[src/rtl/put_sequencer.sv]
// put_sequencer: serialises one operation request (0..MAXOPS operand bytes plus an
// ALU op code) into putEn operand beats followed by a single opEn beat, one beat
// per clock, with a downstream hold that freezes beat issue.
module put_sequencer #(
  parameter int unsigned W      = 8,
  parameter int unsigned OPW    = 4,
  parameter int unsigned MAXOPS = 3
) (
  input  logic           clk,
  input  logic           reset,
  input  logic           req_valid,
  output logic           req_ready,
  input  logic [1:0]     req_count,
  input  logic [W-1:0]   req_val0,
  input  logic [W-1:0]   req_val1,
  input  logic [W-1:0]   req_val2,
  input  logic [OPW-1:0] req_op,
  input  logic           hold,
  output logic           putEn,
  output logic [W-1:0]   value,
  output logic           opEn,
  output logic [OPW-1:0] op_code,
  output logic           done
);

  typedef enum logic [1:0] {StIdle, StPut, StOp} state_e;

  localparam logic [1:0] MaxCnt = 2'(MAXOPS);

  state_e         state_q, state_d;
  logic [1:0]     count_q;
  logic [1:0]     idx_q;
  logic [W-1:0]   val0_q, val1_q, val2_q;
  logic [OPW-1:0] op_q;
  logic           done_q;

  logic           accept;
  logic [1:0]     count_clamped;

  assign accept        = req_valid & req_ready;
  assign count_clamped = (req_count > MaxCnt) ? MaxCnt : req_count;

  // State register
  always_ff @(posedge clk or negedge reset) begin
    if (!reset) begin
      state_q <= StIdle;
    end else begin
      state_q <= state_d;
    end
  end

  // Next-state logic; the OP beat can hand over directly to a newly accepted request
  always_comb begin
    state_d = state_q;
    unique case (state_q)
      StIdle: begin
        if (accept) state_d = (count_clamped != 2'd0) ? StPut : StOp;
      end
      StPut: begin
        if (!hold && (idx_q == count_q - 2'd1)) state_d = StOp;
      end
      StOp: begin
        if (!hold) begin
          if (accept) state_d = (count_clamped != 2'd0) ? StPut : StOp;
          else        state_d = StIdle;
        end
      end
      default: state_d = StIdle;
    endcase
  end

  // Request latches, operand index and the done pulse
  always_ff @(posedge clk or negedge reset) begin
    if (!reset) begin
      count_q <= '0;
      idx_q   <= '0;
      val0_q  <= '0;
      val1_q  <= '0;
      val2_q  <= '0;
      op_q    <= '0;
      done_q  <= 1'b0;
    end else begin
      if (accept) begin
        count_q <= count_clamped;
        idx_q   <= '0;
        val0_q  <= req_val0;
        val1_q  <= req_val1;
        val2_q  <= req_val2;
        op_q    <= req_op;
      end else if ((state_q == StPut) && !hold) begin
        idx_q <= idx_q + 2'd1;
      end
      done_q <= (state_q == StOp) && !hold;
    end
  end

  // Outputs decoded from registered state and latches; buses are zero off-beat
  always_comb begin
    req_ready = (state_q == StIdle) || ((state_q == StOp) && !hold);
    putEn     = (state_q == StPut) && !hold;
    opEn      = (state_q == StOp) && !hold;
    value     = '0;
    op_code   = '0;
    done      = done_q;
    if (putEn) begin
      unique case (idx_q)
        2'd0:    value = val0_q;
        2'd1:    value = val1_q;
        default: value = val2_q;
      endcase
    end
    if (opEn) op_code = op_q;
  end

endmodule

[config.mk]
export PLATFORM = sky130hd
export DESIGN_NAME = put_sequencer
export DESIGN_NICKNAME = d
export VERILOG_FILES = /design/src/rtl/put_sequencer.sv
export SDC_FILE = /design/constraint.sdc
export NUM_CORES = 1
export LEC_CHECK = 0
export ABC_AREA = 0
export CORE_UTILIZATION = 45
export CTS_BUF_LIST = sky130_fd_sc_hd__clkbuf_8
export CTS_CLUSTER_SIZE = 16
export DETAILED_ROUTE_END_ITERATION = 10
export PLACE_DENSITY = 0.78
export SETUP_SLACK_MARGIN = 0.5
export SKIP_LAST_GASP = 1
export SLEW_MARGIN = 0
export SYNTH_ARGS = -nofsm -noshare
export SYNTH_HDL_FRONTEND = slang
export SYNTH_SLANG_ARGS = --single-unit
[constraint.sdc]
create_clock -name clk -period 2.03 [get_ports clk]
set_input_delay 0.406 -clock clk [delete_from_list [all_inputs] [get_ports clk]]
set_output_delay 0.406 -clock clk [all_outputs]
set_load 0.01 [all_outputs]
Word level (Yosys, flattened, before mapping)
Cells that the tools add are included.
{"block": "word_totals", "reg_bits": 35, "latchBits": 0, "ramBits": 0, "romBits": 0, "inputBits": 34, "out_inout_bits": 16, "wordCells": 41, "n_memories": 0}
{"block": "classes", "n_addsub": 2, "multipliers": 0, "n_div": 0, "order_cmp": 1, "n_eq_ne": 7, "n_shift": 0, "muxes": 12, "bitwise": 1, "n_reduce_logical": 10}
{"cell": "$mux 2", "count": 8}
{"cell": "$pmux 8 s2", "count": 1}
{"cell": "$mux 8", "count": 1}
{"cell": "$ne 2x2->1 const B", "count": 3}
{"cell": "$pmux 2 s3", "count": 1}
{"cell": "$eq 2x1->1 const B", "count": 2}
{"cell": "$logic_not 2->1", "count": 2}
{"cell": "$mux 4", "count": 1}
{"cell": "$reduce_bool 2->1", "count": 2}
{"cell": "$logic_and 1x1->1", "count": 3}
{"cell": "$reduce_and 3->1", "count": 1}
{"cell": "$add 2x1->2 const B", "count": 1}
{"cell": "$eq 2x2->1", "count": 1}
{"cell": "$eq 2x2->1 const B", "count": 1}
{"cell": "$gt 2x2->1 const B", "count": 1}
{"cell": "$sub 2x1->2 const B", "count": 1}
{"cell": "$and 1x1->1", "count": 1}
{"cell": "$logic_not 1->1", "count": 1}
{"cell": "$logic_or 1x1->1", "count": 1}

Depth between registers and ports, before layout
Gate-level depths: netlist of the first run.
{"block": "depth", "depth_word": 7, "ltp_mapped": 6, "ltp_nobuf": 5}

Worst setup path after synthesis of the first run
No wires, ideal clock.
{"block": "synth_path", "kind": "reg-to-output", "startpoint": "register idx_q[0]", "endpoint": "output port value[0]", "arrival_time_ps": 1413, "t_required_ps": 1624, "setup_slack_ps": 211, "path_stages_with_launch": 6, "path_buffers": 1, "path_cell_list": "dfrtp_1 -> ha_1 -> clkbuf_1 -> nor2_1 -> nand2_1 -> a21oi_1"}
{"block": "synth_between", "elab_chain_cells": 3, "word_cells_on_any_way": 4, "classes_between": "eq/ne (1); mux (2); reduce/logical (1)"}
{"item": "start, declared", "line": "32", "source": "logic [1:0] idx_q;"}
{"item": "start signal, assigned", "line": "91", "source": "idx_q <= idx_q + 2'd1;"}
{"item": "$eq 2x1->1 / $logic_not 2->1 (equally long branches)", "line": "106", "source": "unique case (idx_q)"}
{"item": "$pmux 8 s2 *", "line": "106"}
{"item": "$mux 8 *", "line": "105", "source": "if (putEn) begin"}
{"item": "end, declared", "line": "20", "source": "output logic [W-1:0] value,"}
Every way passes the cells marked *; elsewhere a longest branch is shown, timed or not.

Worst setup path in the final report of the first run
{"block": "layout_path", "startpoint": "register idx_q[0]", "endpoint": "output port value[5]"}
The elaborated chain is that of the path after synthesis.

==> results of run 1 <==
[worst max-delay path, cell delays in order, from the launching register on]
cell and delay [ns]:
dfrtp_2 0.43, inv_2 0.06, ha_4 0.18, nor2_4 0.25
nand2_2 0.11, a21oi_2 0.13, buf_2 0.14
[routing by layer]
metal	up-vias	track usage, %	routed length (um)
met3	13	5.46	172
li1	607	-	-
met1	672	28.2	1740
met2	43	42.1	2470
met5	-	0	0
met4	0	13.6	107
[area by class of cell]
class                      count  area, um^2
tap                           46        57.6
inverter                       4        17.5
sequential                    35         877
timing repair buffer          79         741
multi-input combinational     81         781
clock buffer                   5        68.8
clock inverter                 3        12.5
fill                         246         808
[synthesized netlist by cell type (all sizes together)]
library cell,n
nor3b,2
nand2,10
o21ai,2
nor2,1
xnor2,2
nor3,1
or3b,2
a211o,1
a31o,1
dfrtp,35
mux2,32
a21oi,10
and2,6
clkbuf,1
buf,5
inv,4
a22oi,8
nand3b,1
ha,2
[registers in the layout, indices dropped and copies added, names as in the netlist]
register / cells
count_q: 2
done: 1
idx_q: 2
op_q: 4
state_q: 2
val0_q: 8
val1_q: 8
val2_q: 8
[how the worst min path moves through the flow]
| stage | startpoint | endpoint | slack (ns) | cells after the start |
|---|---|---|---|---|
| 2_1_floorplan | reset | count_q[0]$_DFFE_PN0N_ | 0.11 | 0 |
| 3_3_place_gp | op_q[0]$_DFFE_PN0N_ | op_q[0]$_DFFE_PN0N_ | 0.48 | 1 |
| 3_5_place_dp | op_q[2]$_DFFE_PN0N_ | op_q[2]$_DFFE_PN0N_ | 0.49 | 1 |
| 4_1_cts | op_q[2]$_DFFE_PN0N_ | op_q[2]$_DFFE_PN0N_ | 0.50 | 1 |
| 5_1_grt | val0_q[0]$_DFFE_PN0N_ | val0_q[0]$_DFFE_PN0N_ | 0.52 | 1 |
| 6_report | val2_q[7]$_DFFE_PN0N_ | val2_q[7]$_DFFE_PN0N_ | 0.51 | 1 |
[what timing repair did]
item                       in CTS  in global routing
pin swaps                      14                 12
setup endpoints to repair      47                 46
resized for setup              90                 16
setup buffers                  12                  6
cloned                          1                  1
[metrics by stage]
stage | utilization [%] | worst slack (ns) | power, W | cell area [um^2]
final | 76.0 | 0.0210 | 0.00374 | 2550
after global routing | 76.0 | -0.0393 | 0.00394 | 2550
after CTS | 72.8 | 0.0515 | 0.00354 | 2450
after detailed placement | 66.1 | -0.475 | 0.00272 | 2220
after global placement | 66.1 | -0.438 | 0.00264 | 2220
after floorplan | - | 0.484 | 0.00219 | 1650
[cells in the final DEF, fill, tap and decap left out, types with 2 or more instances in the layout]
cell	n
a21oi_2	9
a22oi_1	6
a22oi_2	2
and2_1	3
and2_4	3
buf_12	2
buf_2	11
buf_4	16
buf_6	14
buf_8	2
clkbuf_8	5
clkdlybuf4s50_1	32
dfrtp_1	34
dlygate4sd2_1	2
ha_4	2
inv_1	2
inv_2	3
mux2_2	31
nand2_1	6
nand2_2	3
nor3b_1	2
o21ai_0	2
xnor2_1	2
[power by group]
part / internal [W] / switching (W) / leakage (nW)
Combinational: 0.00115 / 0.000850 / 0.676
Clock: 0.000231 / 0.000250 / 0.0505
Sequential: 0.00105 / 0.000216 / 0.416
Total: 0.00243 / 0.00132 / 1.14
[logic make-up (layout without fill, tap and decap cells)]
group / Yosys count / in the layout / share of synthesized area, %
multiplexers: 32 / 32 / 22.8
buffers and inverters: 10 / 91 / 2.69
flip-flops: 35 / 35 / 55.3
AO/OA/AOI/OAI: 22 / 22 / 8.70
adder cells (fa/ha/maj): 2 / 2 / 1.58
AND/OR/NAND/NOR: 23 / 23 / 7.83
XOR/XNOR: 2 / 2 / 1.11
==> impl_metrics.csv, run 1 <==
group,metric,value,unit
drt,wl,4.49,mm
worst_setup_path,rr_startpoint,"state_q[1]$_DFFE_PN0P_",
yosys,synthCells,126,
worst_hold_path,hp-class,"reg2reg",
outcome,outcome,"finished clean",
flow_run,maxCapViolCount,0,
worst_setup_path,criticalPathCategory,"reg2out",
place,dp_hpwl,2.68,mm
clock_tree,cts_made_buffers,5,
final_layout,drive_gt1_share,54.6,%
sta,whs,0.506,ns
place,io_buffers,49,
clock_tree,cts_sinks,35,
sta,final-max-slew-violation-count,0,
power_and_ir_drop,powerDensity,1470,mW/mm^2
clock_tree,clock_latency,0.29,ns
place,placed_cells,225,
worst_setup_path,r2r_setup_slack,0.30,ns
sta,final.setup.tns,0,ns
sta,final.min_clock_period,2.01,ns
clock_tree,h-tree-depth,2,
global_routing,overflow,0,
worst_setup_path,worstRegToRegCells,8,
floorplanning,die_area,0.00376,mm^2
worst_setup_path,cp-start-kind,"register",
worst_setup_path,cp.arrival,1.60,ns
global_routing,grt_pass1_vias,1306,
drt,num_vias,1335,
sta,rsz0062_at_grt,"true",
floorplanning,fp.dieW,61.3,um
yosys,syn_area,0.00158,mm^2
yosys,ys_seq_elements,35,
global_routing,grt.total_usage,24.5,%
worst_setup_path,critPathCaptureType,"output port",
clock_tree,root_buffer,"clkbuf_8",
sta,fmax,498,MHz
drt,drc,0,
final_layout,stdcell_count,253,
drt,detail_route.iter0.violations,46,
global_routing,antenna_found_initial,0,
worst_setup_path,crit_fanout,8,
worst_setup_path,r2r-end,"val1_q[6]$_DFFE_PN0N_",
worst_setup_path,cp-startpoint,"idx_q[0]$_DFFE_PN0P_",
final_layout,antenna_cells,0,
sta,timing.final.crit_share,99.0,%
yosys,synth_top_area_cell,"dfrtp_1",
yosys,ys_seq_area_share,55.3,%
sta,relSlewSlack,70.1,%
yosys,yosys_warnings,0,
floorplanning,core,0.00336,mm^2
yosys,synth.net_count,162,
drt,drt_pass1_iterations,4,
yosys,avgSynthCellArea,12.6,um^2
sta,hold_viol_final,0,
global_routing,grt_max_degree,36,
floorplanning,ios,50,
power_and_ir_drop,irDropWorstVdd,759,uV
worst_setup_path,required,1.62,ns
clock_tree,cts_max_path_buffers,2,
clock_tree,cts_tree,"built",
final_layout,area_growth,61.4,%
yosys,synth_top_area_share,55.3,%
global_routing,grt_pass1_wl,6.26,mm
clock_tree,hold_buffers,0,
drt,via_per_inst,5.28,
sta,finClkSkew,0.00439,ns
place,gp_congestion,0.694,
drt,ant_nets,0,
floorplanning,row_count,21,
sta,setup_viol,0,
drt,routedWlPerCell,17.8,um
worst_setup_path,crit_end,"value[5]",
floorplanning,die_y,61.3,um
final_layout,fin_nets,242,
floorplanning,floorplan.initialDensity,47.1,%
yosys,synth_area_leaders,"dfrtp_1 (55%), mux2_2 (22%), a22oi_1 (3.8%)",
clock_tree,path_clk_slew,0.07,ns
power_and_ir_drop,p_leak,1.14,nW
yosys,ys_types,22,
sta,tightestPinTransition,0.448,ns
Power figures use the tool's default switching activity.
==> inputs of run 2 (changes only) <==
--- a/config.mk
+++ b/config.mk
@@ -6,7 +6,7 @@
 export NUM_CORES = 1
 export LEC_CHECK = 0
 export ABC_AREA = 0
-export CORE_UTILIZATION = 45
+export CORE_UTILIZATION = 43
 export CTS_BUF_LIST = sky130_fd_sc_hd__clkbuf_8
 export CTS_CLUSTER_SIZE = 16
 export DETAILED_ROUTE_END_ITERATION = 10
==> constraint.sdc (replaced) <==
create_clock -name clk -period 1.7 [get_ports clk]
set_input_delay 0.34 -clock clk [delete_from_list [all_inputs] [get_ports clk]]
set_output_delay 0.34 -clock clk [all_outputs]
set_load 0.01 [all_outputs]
==> impl_metrics.csv, run 2 (same netlist as run 1, synthesis figures left out) <==
group,metric,value,unit
clock_tree,cts_sinks,35,
power_and_ir_drop,swShare,34.9,%
drt,drt_pass1_iterations,4,
clock_tree,cts_made_buffers,5,
place,placed_cells,227,
worst_setup_path,required,1.36,ns
global_routing,grt_pass1_vias,1459,
worst_setup_path,critPathCaptureType,"output port",
final_layout,nFillCells,203,
global_routing,grt_max_degree,36,
worst_setup_path,criticalPathCategory,"reg2out",
place,place_ws,-0.628,ns
clock_tree,cts_tree,"built",
final_layout,drive_gt1_share,59.4,%
place,dp_hpwl,2.54,mm
drt,num_vias,1433,
final_layout,area_growth,75.0,%
drt,via_per_inst,5.41,
final_layout,fin_nets,254,
place,io_buffers,49,
sta,whs,0.460,ns
floorplanning,ios,50,
floorplanning,die_area,0.00393,mm^2
sta,hold_viol_final,0,
worst_setup_path,r2r-end,"val1_q[4]$_DFFE_PN0N_",
final_layout,largest_registers,"val0_q (8), val1_q (8), val2_q (8)",
clock_tree,clock_latency,0.29,ns
floorplanning,floorplan.initialDensity,46.0,%
floorplanning,core,0.00344,mm^2
sta,final.min_clock_period,2.00,ns
outcome,violations,"setup timing",
final_layout,antenna_cells,0,
sta,timing.final.crit_share,118,%
worst_setup_path,cp-start-kind,"register",
floorplanning,die_y,62.7,um
clock_tree,path_clk_slew,0.08,ns
clock_tree,root_buffer,"clkbuf_8",
sta,relSlewSlack,70.4,%
sta,rsz0062_at_grt,"true",
place,gp_congestion,0.737,
global_routing,antenna_found_initial,0,
floorplanning,row_count,21,
worst_setup_path,cp.arrival,1.66,ns
power_and_ir_drop,p_leak,1.24,nW
clock_tree,cts_max_path_buffers,2,
worst_setup_path,rr_startpoint,"state_q[0]$_DFFE_PN0P_",
power_and_ir_drop,clkPwrFrac,15.2,%
power_and_ir_drop,irDropWorstVdd,1060,uV
sta,final-max-slew-violation-count,0,
global_routing,grt_pass1_wl,7.13,mm
flow_run,maxCapViolCount,0,
drt,detail_route.iter0.violations,110,
power_and_ir_drop,p_switching,0.00181,W
global_routing,grt.total_usage,24.3,%
worst_setup_path,worstRegToRegCells,8,
sta,setup_viol,41,
power_and_ir_drop,powerDensity,1870,mW/mm^2
floorplanning,fp.dieW,62.7,um
final_layout,final_cell_mix,"dfrtp_1 (34), clkdlybuf4s50_1 (32), mux2_2 (29), buf_6 (25), buf_4 (20)",
final_layout,final_common_cell,"dfrtp_1",
worst_hold_path,hp-class,"in2async",
drt,wl,5.25,mm
power_and_ir_drop,p_seq_share,30.2,%
final_layout,stdcell_count,265,
drt,ant_nets,0,
sta,tightestPinTransition,0.444,ns
worst_setup_path,crit_fanout,4,
global_routing,overflow,0,
power_and_ir_drop,combPwrFrac,54.6,%
drt,drc,0,
sta,final.setup.tns,-3.08,ns
worst_setup_path,r2r_setup_slack,-0.05,ns
clock_tree,h-tree-depth,2,
power_and_ir_drop,p_int,0.00336,W
outcome,outcome,"complete, but fails checks",
sta,finalWorstSetupSlack,-0.298,ns
sta,fmax,500,MHz
sta,finClkSkew,0.0130,ns
drt,routedWlPerCell,19.8,um
-- run 2: layout make-up --
| cell class | instances | area [um^2] | share of cell area (%) |
|---|---|---|---|
| repair buffers | 91 | 891 | 32.2 |
| flip-flops and latches | 35 | 877 | 31.7 |
| multi-input cells | 81 | 812 | 29.3 |
| clock buffers | 6 | 82.6 | 2.98 |
| well taps | 46 | 57.6 | 2.08 |
| clock inverters | 2 | 35.0 | 1.26 |
| inverters | 4 | 15.0 | 0.542 |
-- run 2: what timing repair did --
action,4_1_cts,5_1_grt
setup buffers,21,6
gates cloned,0,3
hold buffers,0,0
endpoints found under the setup margin,50,49
resized for setup,93,21
pin swaps,8,3
-- run 2: worst max path at each step --
stage / end / cells past startpoint / from
2_1_floorplan: value[0] / 6 / idx_q[0]$_DFFE_PN0P_
3_3_place_gp: value[6] / 4 / hold
3_5_place_dp: value[7] / 4 / hold
4_1_cts: value[1] / 8 / idx_q[0]$_DFFE_PN0P_
5_1_grt: value[1] / 6 / idx_q[1]$_DFFE_PN0P_
6_report: value[1] / 6 / idx_q[1]$_DFFE_PN0P_
-- run 2: stage by stage --
stage | util (%) | power (W) | cell area [um^2]
global route | 80.5 | 0.00537 | 2770
global placement | 66.2 | 0.00329 | 2280
detailed placement | 66.2 | 0.00338 | 2280
finish | 80.5 | 0.00517 | 2770
floorplan | - | 0.00273 | 1700
CTS | 75.0 | 0.00461 | 2580
-- run 2: critical path, stage by stage (launching register included) --
cell and delay [ns]:
dfrtp_1 0.39, inv_2 0.08, ha_4 0.19, buf_4 0.14, a22oi_1 0.33, a21oi_4 0.09, buf_6 0.13
-- run 2: per-layer routing --
| layer | global-route usage (%) | routed length [um] | up-vias |
|---|---|---|---|
| li1 | - | - | 624 |
| met1 | 26.2 | 1980 | 732 |
| met2 | 45.8 | 2910 | 65 |
| met3 | 5.47 | 224 | 12 |
| met4 | 9.01 | 129 | 0 |
| met5 | 0 | 0 | - |
-- run 2: power groups by stage --
stage | combinational, W | clock [W] | sequential (W)
floorplan | 0.00129 | 0 | 0.00144
global placement | 0.00184 | 0 | 0.00145
detailed placement | 0.00189 | 0 | 0.00149
CTS | 0.00232 | 0.000783 | 0.00150
global route | 0.00296 | 0.000824 | 0.00158
finish | 0.00282 | 0.000786 | 0.00156
==> inputs of run 3 (changes only) <==
--- a/config.mk
+++ b/config.mk
@@ -17,3 +17,4 @@
 export SYNTH_ARGS = -nofsm -noshare
 export SYNTH_HDL_FRONTEND = slang
 export SYNTH_SLANG_ARGS = --single-unit
+export TNS_END_PERCENT = 30
==> impl_metrics.csv, run 3 (same netlist as run 1, synthesis figures left out) <==
group,metric,value,unit
clock_tree,clock_latency,0.29,ns
drt,drt-met1-wl,1.64,mm
power_and_ir_drop,combPwrFrac,53.6,%
sta,finalWorstSetupSlack,-0.218,ns
flow_run,maxCapViolCount,0,
floorplanning,ios,50,
place,io_buffers,49,
global_routing,grt_max_degree,36,
worst_setup_path,worstRegToRegCells,8,
drt,drt_pass1_iterations,3,
clock_tree,path_clk_slew,0.08,ns
final_layout,nFillCells,220,
sta,hold_viol_final,0,
final_layout,fin_nets,241,
place,dp_hpwl,2.49,mm
outcome,outcome,"complete, but fails checks",
worst_setup_path,cp-start-kind,"register",
clock_tree,cts_made_buffers,5,
final_layout,antenna_cells,0,
power_and_ir_drop,p_seq_share,33.9,%
drt,routed.top_layer,"met4",
worst_setup_path,required,1.36,ns
drt,wl_met3,120,um
sta,rsz0062_at_grt,"true",
floorplanning,die_y,62.7,um
worst_setup_path,rr_startpoint,"state_q[1]$_DFFE_PN0P_",
power_and_ir_drop,power,0.00457,W
outcome,violations,"setup timing",
drt,ant_nets,0,
final_layout,drive_gt1_share,55.8,%
worst_hold_path,hp-class,"in2async",
floorplanning,die_area,0.00393,mm^2
sta,relSlewSlack,70.4,%
global_routing,grt.total_usage,22.6,%
drt,wl,4.02,mm
final_layout,final_common_cell,"dfrtp_1",
floorplanning,fp.dieW,62.7,um
clock_tree,hold_buffers,0,
clock_tree,cts_tree,"built",
drt,detail_route.iter0.violations,30,
final_layout,area_growth,62.8,%
global_routing,grt_pass1_wl,6.67,mm
worst_setup_path,r2r_setup_slack,-0.04,ns
final_layout,final_cell_mix,"dfrtp_1 (34), clkdlybuf4s50_1 (33), mux2_2 (31), buf_4 (17)",
power_and_ir_drop,clkPwrFrac,12.5,%
place,gp_congestion,0.716,
power_and_ir_drop,swShare,35.5,%
final_layout,fin_area,0.00258,mm^2
power_and_ir_drop,p_switching,0.00162,W
worst_setup_path,crit_fanout,4,
global_routing,grt_pass1_vias,1429,
clock_tree,cts_max_path_buffers,2,
worst_setup_path,r2r-end,"op_q[2]$_DFFE_PN0N_",
sta,fmax,521,MHz
floorplanning,row_count,21,
drt,via_per_inst,5.05,
power_and_ir_drop,powerDensity,1770,mW/mm^2
power_and_ir_drop,p_int,0.00295,W
place,placed_cell_area,0.00228,mm^2
global_routing,overflow,0,
sta,finClkSkew,0.0120,ns
sta,final-max-slew-violation-count,0,
drt,met2_length,2.17,mm
final_layout,final_util,74.9,%
clock_tree,root_buffer,"clkbuf_8",
worst_setup_path,cp.arrival,1.58,ns
sta,final.setup.tns,-2.77,ns
sta,timing.final.crit_share,113,%
sta,whs,0.490,ns
floorplanning,floorplan.initialDensity,46.0,%
global_routing,antenna_found_initial,0,
power_and_ir_drop,p_leak,1.13,nW
clock_tree,cts_sinks,35,
worst_setup_path,criticalPathCategory,"reg2out",
drt,routedWlPerCell,15.9,um
power_and_ir_drop,irDropWorstVdd,1010,uV
drt,drc,0,
sta,tightestPinTransition,0.444,ns
sta,final.min_clock_period,1.92,ns
final_layout,largest_registers,"val0_q (8), val1_q (8), val2_q (8)",
floorplanning,core,0.00344,mm^2
sta,setup_viol,43,
drt,num_vias,1272,
clock_tree,h-tree-depth,2,
worst_setup_path,critPathCaptureType,"output port",
run 3: cell types whose count changed in the layout (fill, tap and decap cells not counted), moves of 4 or more:
cell     change
and2_4       -4
a22oi_1      -4
buf_6       -13
and2_1       +4
a22oi_2      +4
run 3: power by group through the flow:
stage / registers, W / clock network [W] / logic, W
final: 0.00155 / 0.000572 / 0.00245
after global routing: 0.00159 / 0.000619 / 0.00262
after CTS: 0.00153 / 0.000588 / 0.00237
after detailed placement: 0.00148 / 0 / 0.00193
after global placement: 0.00145 / 0 / 0.00187
after floorplan: 0.00144 / 0 / 0.00126
run 3: worst max-delay path by stage:
stage	start	to	slack, ns	cells past startpoint
3_5_place_dp	hold	value[7]	-0.65	4
5_1_grt	idx_q[0]$_DFFE_PN0P_	value[1]	-0.29	7
2_1_floorplan	idx_q[0]$_DFFE_PN0P_	value[0]	0.22	6
4_1_cts	idx_q[0]$_DFFE_PN0P_	value[7]	-0.21	7
6_report	idx_q[0]$_DFFE_PN0P_	value[1]	-0.22	7
3_3_place_gp	hold	value[0]	-0.62	4
run 3: through the flow:
step	setup slack, ns	instances
after floorplan	0.224	126
after global placement	-0.623	226
after detailed placement	-0.652	226
after CTS	-0.210	251
after global routing	-0.291	252
final	-0.218	252
run 3: metal layers:
metal  GRT usage, %  up-vias
met3           5.47        7
li1               -      607
met4           10.2        0
met2           40.2       26
met5              0        -
met1           25.3      632
run 3: final cells by class:
class,count,area [um^2],share of cell area [%]
repair buffers,77,702,27.2
well taps,46,57.6,2.23
flip-flops and latches,35,877,34.0
inverters,4,17.5,0.680
clock buffers,5,68.8,2.67
clock inverters,3,16.3,0.631
multi-input cells,82,838,32.5
run 3: repair_timing:
action | CTS | global route
endpoints found under the hold margin | 0 | 0
buffers inserted | 16 | 1
resized for setup | 95 | 3
endpoints found under the setup margin | 50 | 50
pin swaps | 12 | 4
gates cloned | 1 | 0
run 3: critical path, cell delays in order (launching register included):
cell and delay [ns]:
dfrtp_2 0.45, ha_4 0.19, nor2_4 0.12, buf_6 0.12
buf_6 0.11, nand2_4 0.06, a21oi_4 0.11, buf_2 0.14
